**src/rtl/qam_tx_front.sv**
```systemverilog
// qam_tx_front: serial-bit to I/Q sample front end for the baseband transmitter.
//
// Takes a serial bit stream and assembles 2-bit (QPSK) or 4-bit (16-QAM)
// symbols. Each symbol is Gray-mapped to signed I/Q levels and queued in a
// small symbol FIFO. An output stage then emits OSR samples per symbol,
// either zero-inserted or sample-held.
//
// Ports:
//   clk        system clock, rising edge
//   reset      asynchronous active-low reset
//   flush      synchronous clear of partial symbol, FIFO, output stage, underrun
//   en         bit valid
//   Bin        serial data bit, MSB of the symbol first
//   mode       0 = QPSK, 1 = 16-QAM (sampled at the first bit of a symbol)
//   bit_ready  a bit is taken on any edge with en && bit_ready
//   I_out      signed in-phase sample (registered)
//   Q_out      signed quadrature sample (registered)
//   out_valid  I_out/Q_out carry a symbol phase
//   sym_start  high on phase 0 of each symbol
//   underrun   sticky: output ran dry while a symbol was half assembled
module qam_tx_front #(
    parameter int OSR        = 4,
    parameter int LVL_W      = 4,
    parameter int FIFO_DEPTH = 2,
    parameter int UPMODE     = 0
) (
    input  logic                    clk,
    input  logic                    reset,
    input  logic                    flush,
    input  logic                    en,
    input  logic                    Bin,
    input  logic                    mode,
    output logic                    bit_ready,
    output logic signed [LVL_W-1:0] I_out,
    output logic signed [LVL_W-1:0] Q_out,
    output logic                    out_valid,
    output logic                    sym_start,
    output logic                    underrun
);

    localparam int PW  = $clog2(FIFO_DEPTH);
    localparam int CW  = $clog2(FIFO_DEPTH + 1);
    localparam int PHW = $clog2(OSR);

    localparam logic [0:0] S_IDLE   = 1'b0;
    localparam logic [0:0] S_ACTIVE = 1'b1;

    // Gray-coded 16-QAM axis level: 00 -> -3, 01 -> -1, 11 -> +1, 10 -> +3
    function automatic logic signed [LVL_W-1:0] qam_lvl(input logic [1:0] b);
        logic signed [LVL_W-1:0] v;
        case (b)
            2'b00:   v = LVL_W'(-3);
            2'b01:   v = LVL_W'(-1);
            2'b11:   v = LVL_W'(1);
            default: v = LVL_W'(3);
        endcase
        return v;
    endfunction

    function automatic logic signed [LVL_W-1:0] qpsk_lvl(input logic b);
        return b ? LVL_W'(-1) : LVL_W'(1);
    endfunction

    // ---------------- S/P stage ----------------
    logic [1:0] cnt;
    logic [2:0] sreg;
    logic       sym_mode;

    logic       fifo_full, fifo_empty;
    logic       accept, last_bit, push, pop;
    logic       eff_mode;
    logic [3:0] bits_n;
    logic signed [LVL_W-1:0] map_i, map_q;

    // The first bit of a symbol uses the live mode input; later bits use the latched one.
    assign eff_mode = (cnt == 2'd0) ? mode : sym_mode;
    assign accept   = en && bit_ready;
    assign last_bit = eff_mode ? (cnt == 2'd3) : (cnt == 2'd1);
    assign push     = accept && last_bit;
    assign bits_n   = {sreg, Bin};

    always_comb begin
        map_i = '0;
        map_q = '0;
        if (eff_mode) begin
            map_i = qam_lvl(bits_n[3:2]);
            map_q = qam_lvl(bits_n[1:0]);
        end else begin
            map_i = qpsk_lvl(bits_n[1]);
            map_q = qpsk_lvl(bits_n[0]);
        end
    end

    always_ff @(posedge clk or negedge reset) begin
        if (!reset) begin
            cnt      <= '0;
            sreg     <= '0;
            sym_mode <= 1'b0;
        end else if (flush) begin
            cnt      <= '0;
            sreg     <= '0;
            sym_mode <= 1'b0;
        end else if (accept) begin
            sreg <= {sreg[1:0], Bin};
            if (cnt == 2'd0) sym_mode <= mode;
            cnt <= last_bit ? 2'd0 : cnt + 2'd1;
        end
    end

    // ---------------- symbol FIFO ----------------
    logic [FIFO_DEPTH-1:0][2*LVL_W-1:0] mem;
    logic [PW-1:0] wp, rp;
    logic [CW-1:0] count;
    logic signed [LVL_W-1:0] head_i, head_q;

    assign fifo_full  = (count == CW'(FIFO_DEPTH));
    assign fifo_empty = (count == '0);
    assign {head_i, head_q} = mem[rp];

    // Reset is an input, so bit_ready drops the moment reset asserts.
    assign bit_ready = reset && !fifo_full;

    function automatic logic [PW-1:0] ptr_inc(input logic [PW-1:0] p);
        return (p == PW'(FIFO_DEPTH - 1)) ? '0 : p + PW'(1);
    endfunction

    always_ff @(posedge clk or negedge reset) begin
        if (!reset) begin
            mem   <= '0;
            wp    <= '0;
            rp    <= '0;
            count <= '0;
        end else if (flush) begin
            mem   <= '0;
            wp    <= '0;
            rp    <= '0;
            count <= '0;
        end else begin
            if (push) begin
                mem[wp] <= {map_i, map_q};
                wp      <= ptr_inc(wp);
            end
            if (pop) rp <= ptr_inc(rp);
            case ({push, pop})
                2'b10:   count <= count + CW'(1);
                2'b01:   count <= count - CW'(1);
                default: count <= count;
            endcase
        end
    end

    // ---------------- output stage ----------------
    logic [0:0]     state;
    logic [PHW-1:0] phase;
    logic signed [LVL_W-1:0] sym_i, sym_q;
    logic           last_ph;

    assign last_ph = (phase == PHW'(OSR - 1));
    assign pop     = !fifo_empty && ((state == S_IDLE) || last_ph);

    always_ff @(posedge clk or negedge reset) begin
        if (!reset) begin
            state     <= S_IDLE;
            phase     <= '0;
            sym_i     <= '0;
            sym_q     <= '0;
            I_out     <= '0;
            Q_out     <= '0;
            out_valid <= 1'b0;
            sym_start <= 1'b0;
            underrun  <= 1'b0;
        end else if (flush) begin
            state     <= S_IDLE;
            phase     <= '0;
            sym_i     <= '0;
            sym_q     <= '0;
            I_out     <= '0;
            Q_out     <= '0;
            out_valid <= 1'b0;
            sym_start <= 1'b0;
            underrun  <= 1'b0;
        end else begin
            // Output ran dry while bits of the next symbol are still arriving.
            if (state == S_ACTIVE && last_ph && fifo_empty && cnt != 2'd0)
                underrun <= 1'b1;

            if (pop) begin
                state     <= S_ACTIVE;
                phase     <= '0;
                sym_i     <= head_i;
                sym_q     <= head_q;
                I_out     <= head_i;
                Q_out     <= head_q;
                out_valid <= 1'b1;
                sym_start <= 1'b1;
            end else if (state == S_ACTIVE && !last_ph) begin
                phase     <= phase + PHW'(1);
                I_out     <= (UPMODE != 0) ? sym_i : '0;
                Q_out     <= (UPMODE != 0) ? sym_q : '0;
                out_valid <= 1'b1;
                sym_start <= 1'b0;
            end else begin
                state     <= S_IDLE;
                phase     <= '0;
                I_out     <= '0;
                Q_out     <= '0;
                out_valid <= 1'b0;
                sym_start <= 1'b0;
            end
        end
    end

endmodule

```
**config.mk**
```make
export PLATFORM = sky130hd
export DESIGN_NAME = qam_tx_front
export DESIGN_NICKNAME = d
export VERILOG_FILES = /design/src/rtl/qam_tx_front.sv
export SDC_FILE = /design/constraint.sdc
export NUM_CORES = 1
export LEC_CHECK = 0
export CAP_MARGIN = 20
export CORE_AREA = 2 2 72 57
export CTS_BUF_LIST = sky130_fd_sc_hd__clkbuf_4 sky130_fd_sc_hd__clkbuf_8 sky130_fd_sc_hd__clkbuf_16
export CTS_CLUSTER_DIAMETER = 120
export CTS_CLUSTER_SIZE = 16
export DETAILED_ROUTE_END_ITERATION = 6
export DIE_AREA = 0 0 74 59
export PLACE_DENSITY = 0.69
export RECOVER_POWER = 50
export SETUP_SLACK_MARGIN = 0.15
export SKIP_CTS_REPAIR_TIMING = 1
export SYNTH_ARGS = -nofsm -noshare
export SYNTH_HDL_FRONTEND = slang
export SYNTH_SLANG_ARGS = --single-unit
```
**constraint.sdc**
```tcl
create_clock -name clk -period 3.09 [get_ports clk]
set_clock_uncertainty 0.05 [all_clocks]
set_input_delay 0.618 -clock clk [delete_from_list [all_inputs] [get_ports clk]]
set_output_delay 0.618 -clock clk [all_outputs]
set_load 0.005 [all_outputs]
```
==> Word-level counts from Yosys, hierarchy flattened <==
Cells that the tools add are included.
{ "totals": {"regBits": 40, "output_inout_bits": 12} }
{ "op_classes": {"addsub": 6, "magnitude_cmp": 3, "n_eq_ne": 11, "n_mux": 47, "bitwise": 1, "reduce_logical": 23} }
{ "op_table": {"columns": ["op", "count"], "rows": [
  ["two-way mux 16 bit", 2],
  ["two-way mux 4 bit", 8],
  ["two-way mux 8 bit", 3],
  ["one-hot mux 4 bit (3 select lines)", 2],
  ["two-way mux 1 bit", 20],
  ["bitwise mux 16 bit", 1],
  ["two-way mux 2 bit", 7],
  ["== test 2 bit, second input constant", 6],
  ["nonzero test 2 bit", 5],
  ["logical AND 1 bit", 9],
  ["demux 8 bit (select 1 bit)", 1],
  ["== test 2 x 1 -> 1 bit, second input constant", 4],
  ["logical NOT 2 bit", 4],
  ["adder 2 x 1 -> 2 bit, second input constant", 3],
  ["two-way mux 3 bit", 2],
  ["< comparator 1 x 2 -> 1 bit, second input constant", 2],
  ["one-hot mux 2 bit (2 select lines)", 1],
  ["logical NOT 1 bit", 3],
  ["inequality test 3 bit, second input constant", 1],
  ["nonzero test 3 bit", 1],
  ["adder 1 bit, second input constant", 2],
  ["subtractor 2 x 1 -> 2 bit, second input constant", 1],
  ["greater-or-equal comparator 1 bit, second input constant", 1],
  ["logical OR 1 bit", 1],
  ["NOT 1 bit", 1]
]} }

==> Depth between registers and ports, before layout <==
{ "logic_depth": {"word_depth": 8, "mapped_depth": 7, "mapped_depth_nobuf": 6} }

==> Least setup slack after synthesis <==
Ideal clock, no wire load.
{ "synth_path": {"path_kind": "reg-to-reg", "start": "register cnt[0]", "end": "register mem[6] in the netlist's numbering", "arrival_ns": 1.836, "required_time_ns": 2.915, "slack_ns": 1.079, "stages_incl_launch_ff": 8, "n_path_buf": 1, "path_cell_list": "dfrtp_1 > inv_1 > ha_1 > mux2i_4 > mux2_4 > buf_6 > nand2_2 > mux2_4"} }
{ "synth_via": {"elab_chain_len": 6, "word_cells_on_any_way": 11, "cone_classes": "2 x eq/ne; 6 x mux; 3 x reduce/logical"} }
{ "synth_lines": {"columns": ["item", "line_no", "text"], "rows": [
  ["from (decl)", "65", "logic [1:0] cnt;"],
  ["from (signal assigned)", "106", "cnt <= last_bit ? 2'd0 : cnt + 2'd1;"],
  ["logical NOT 2 bit", "76", "assign eff_mode = (cnt == 2'd0) ? mode : sym_mode;"],
  ["two-way mux 1 bit", null, null],
  ["two-way mux 4 bit", "85", "if (eff_mode) begin"],
  ["bitwise mux 16 bit", "140", "mem[wp] <= {map_i, map_q};"],
  ["two-way mux 16 bit", "139", "if (push) begin"],
  ["two-way mux 16 bit", "133", "end else if (flush) begin"],
  ["to (signal, indexed assignment)", "140", null],
  ["to (decl)", "111", "logic [FIFO_DEPTH-1:0][2*LVL_W-1:0] mem;"]
]} }
Several ways; a longest one is shown, not always the timed one. The select of a mux whose other input is x is not followed.
A chain may end at the register's enable or synchronous reset.

==> Worst setup path in the final report <==
{ "layout_path": {"start": "input port reset", "end": "output port bit_ready"} }
{ "layout_via": {"elab_chain_len": 1} }
{ "layout_lines": {"columns": ["item", "line_no", "text"], "rows": [
  ["from (decl)", "28", "input logic reset,"],
  ["logical AND 1 bit", "121", "assign bit_ready = reset && !fifo_full;"],
  ["to (decl)", "33", "output logic bit_ready,"]
]} }
No other way between the ends.

==> impl_metrics.ini <==
[worst_setup_path]
crit_buf_inv = 2
reg2reg_slack_ns = 0.88
cp_cell_sequence = dlygate4sd3_1 -> and2_1 -> clkdlybuf4s50_1
slowest_stage = dlygate4sd3_1
crit_required_ns = 2.42
cp_data_arrival_time_ns = 1.84
crit_type = input port to primary output
worstPathMaxFanout = 2
endpoint_kind = primary output
path_delay_family = buffers and inverters
crit_path_start_kind = input port
max_stage_delay_ns = 0.55

[clock_tree]
htreeDepth = 2
clkSlewWorstSetupHoldPaths_ns = 0.06
clock-root-buffer = clkbuf_8
clockBufferDepth = 2
numCtsBuffers = 5
cts.sinks = 31
cts_tree = done
clock_latency_ns = 0.28

[synth]
ys.flop_type = dfrtp_1
yosys.area_share.simple_pct = 19.83
synth_edf_count = 0
ys_ff_latch = 31
synth_xor_area_share_pct = 1.665
synth_adder_area_share_pct = 3.965
yosys_warnings = 0
ys_seq_area_share_pct = 49.17
syn_area_per_cell_um2 = 10.31
synth_top_area_share_pct = 49.17
yosys.area.top_type = dfrtp_1
synthMuxAreaShare_pct = 9.754
synthCells = 153
ys_top_cells_by_area = dfrtp_1, mux2i_1, ha_1
async_flop_share_pct = 100.0
synth_top_family_by_area = simple AND/OR/NAND/NOR gates
synth_fp_nets = 164
synth_compound_area_share_pct = 9.675
synth.distinct_cells = 40
syn_area_mm2 = 0.001578

[die]
die_y_um = 59
die-width_um = 74
row_count = 19
die-area_mm2 = 0.004366
io_pins = 18
fp.coreArea_mm2 = 0.003590
start_util_pct = 43.95

[sta]
finalCritPeriodShare_pct = 81.15
finalHoldViolCount = 0
rsz0062_at_grt = false
slew_viol_final = 0
fin_crit_ns = 2.508
fmax_mhz = 398.8
relSlewSlack_pct = 21.34
setup_violations = 0
worstMarginPinSlew_ns = 1.180
fin_tns_setup_ns = 0

[detailed_routing]
vias = 1135
dr.pass1.iters = 4
drt_wl_total_mm = 2.957
drtAntennaViolNets = 0
wl_per_cell_um = 13.26
drc = 0
drt-initial-drc-count = 70
via_per_inst = 5.090

[pwr]
p_leak_nw = 0.8242
max-vdd-ir-drop_uv = 238.7
power_density_mw_per_mm2 = 480.8

[global_routing]
grt_pass1_wl_mm = 5.147
grt_max_degree = 34
antenna_found_initial = 0
grt_usage_pct = 16.22
grt_pass1_vias = 1056
grt-ovfl-total = 0

[status]
outcome = finished, final reports clean

[placement]
dp_hpwl_mm = 2.146
io_buffers = 17
finalWeightedCongestion = 0.8153

[min_path]
holdCritPathClass = flop to flop

[cells_and_area]
fin_util_pct = 52.74
mostFrequentLayoutCell = dfrtp_1
mostFrequentLayoutCells = dfrtp_1, nor2_1, clkdlybuf4s50_1
syn_to_final_growth_pct = 19.98
drive_gt1_share_pct = 14.04
diodes = 0
nets = 181

[flow_run]
drv_cap = 0
worst paths after layout:
| check | start | end | depth (start not counted) |
|---|---|---|---|
| hold / removal | phase[0]$_DFF_PN0_ | phase[0]$_DFF_PN0_ | 1 |
| hold reg to reg | phase[0]$_DFF_PN0_ | phase[0]$_DFF_PN0_ | 1 |
| min in group asynchronous | reset | mem[11]$_DFFE_PN0P_ | 2 |
| setup / recovery | reset | bit_ready | 3 |
| setup reg to reg | cnt[0]$_DFFE_PN0P_ | mem[14]$_DFFE_PN0P_ | 6 |
| max in group asynchronous | reset | mem[1]$_DFFE_PN0P_ | 2 |
cells in the mapped netlist (all sizes together), types with 4 or more instances:
| master | n |
|---|---|
| buf | 7 |
| mux2i | 10 |
| nand2 | 13 |
| ha | 5 |
| dfrtp | 31 |
| clkbuf | 4 |
| inv | 8 |
| nand2b | 4 |
| nand3 | 4 |
| nor2b | 4 |
| a21oi | 12 |
| nor2 | 16 |
worst reg2reg max path, cell delays in order (launching register included):
cell and delay [ns]:
dfrtp_1 0.41, inv_1 0.07, ha_1 0.23, mux2i_4 0.40, mux2_4 0.41, nand3_1 0.19, mux2_1 0.34
registers in the layout, indices dropped and copies added, names as in the netlist:
signal     flops
wp             1
sym_start      1
cnt            2
out_valid      1
sym_mode       1
mem           10
rp             1
underrun       1
I_out          2
count          2
phase          2
sreg           3
Q_out          3
state          1
cell families (layout without fill, tap and decap cells):
kind of cell	Yosys count	after routing
AOI/OAI and AO/OA	23	23
xor gates and xnor gates	3	3
adders and majority gates	5	5
buffers and inverters	19	37
DFF	31	31
muxes	13	13
and+or+nand+nor	59	59
routing by layer:
metal	up-vias	part of all wire [%]	global-route usage, %
met2	23	44	23.09
met4	0	1.9	7.013
li1	561	-	-
met5	-	0	0
met3	5	4.2	5.102
met1	546	50	22.81
per-stage QoR:
| step | instances | worst slack [ns] | hold slack [ns] | instance area (µm²) | power (mW) |
|---|---|---|---|---|---|
| detailed placement | 215 | 0.4718 | 0.3851 | 1779 | 0.5136 |
| global placement | 215 | 0.5460 | 0.3778 | 1779 | 0.5105 |
| finish | 223 | 0.5823 | 0.3951 | 1893 | 0.9102 |
| CTS | 223 | 0.6295 | 0.3955 | 1897 | 0.9256 |
| global route | 223 | 0.3662 | 0.4214 | 1893 | 0.9543 |
| floorplan | 153 | 1.079 | 0.2724 | 1578 | 0.4805 |
area by class of cell:
class                   count  area, µm²
fillers                   329       1697
flip-flops and latches     31      775.7
multi-input cells         103      708.2
repair buffers             21      196.4
clock buffers               6      82.58
well taps                  52      65.06
clock inverters             2      35.03
inverters                   8      30.03
report_power, final:
group          internal [mW]  total (mW)  switching, mW
Combinational         0.0348      0.0824         0.0476
Sequential             0.413       0.421        0.00799
Clock                  0.261       0.407          0.146
Power figures use the tool's default switching activity.
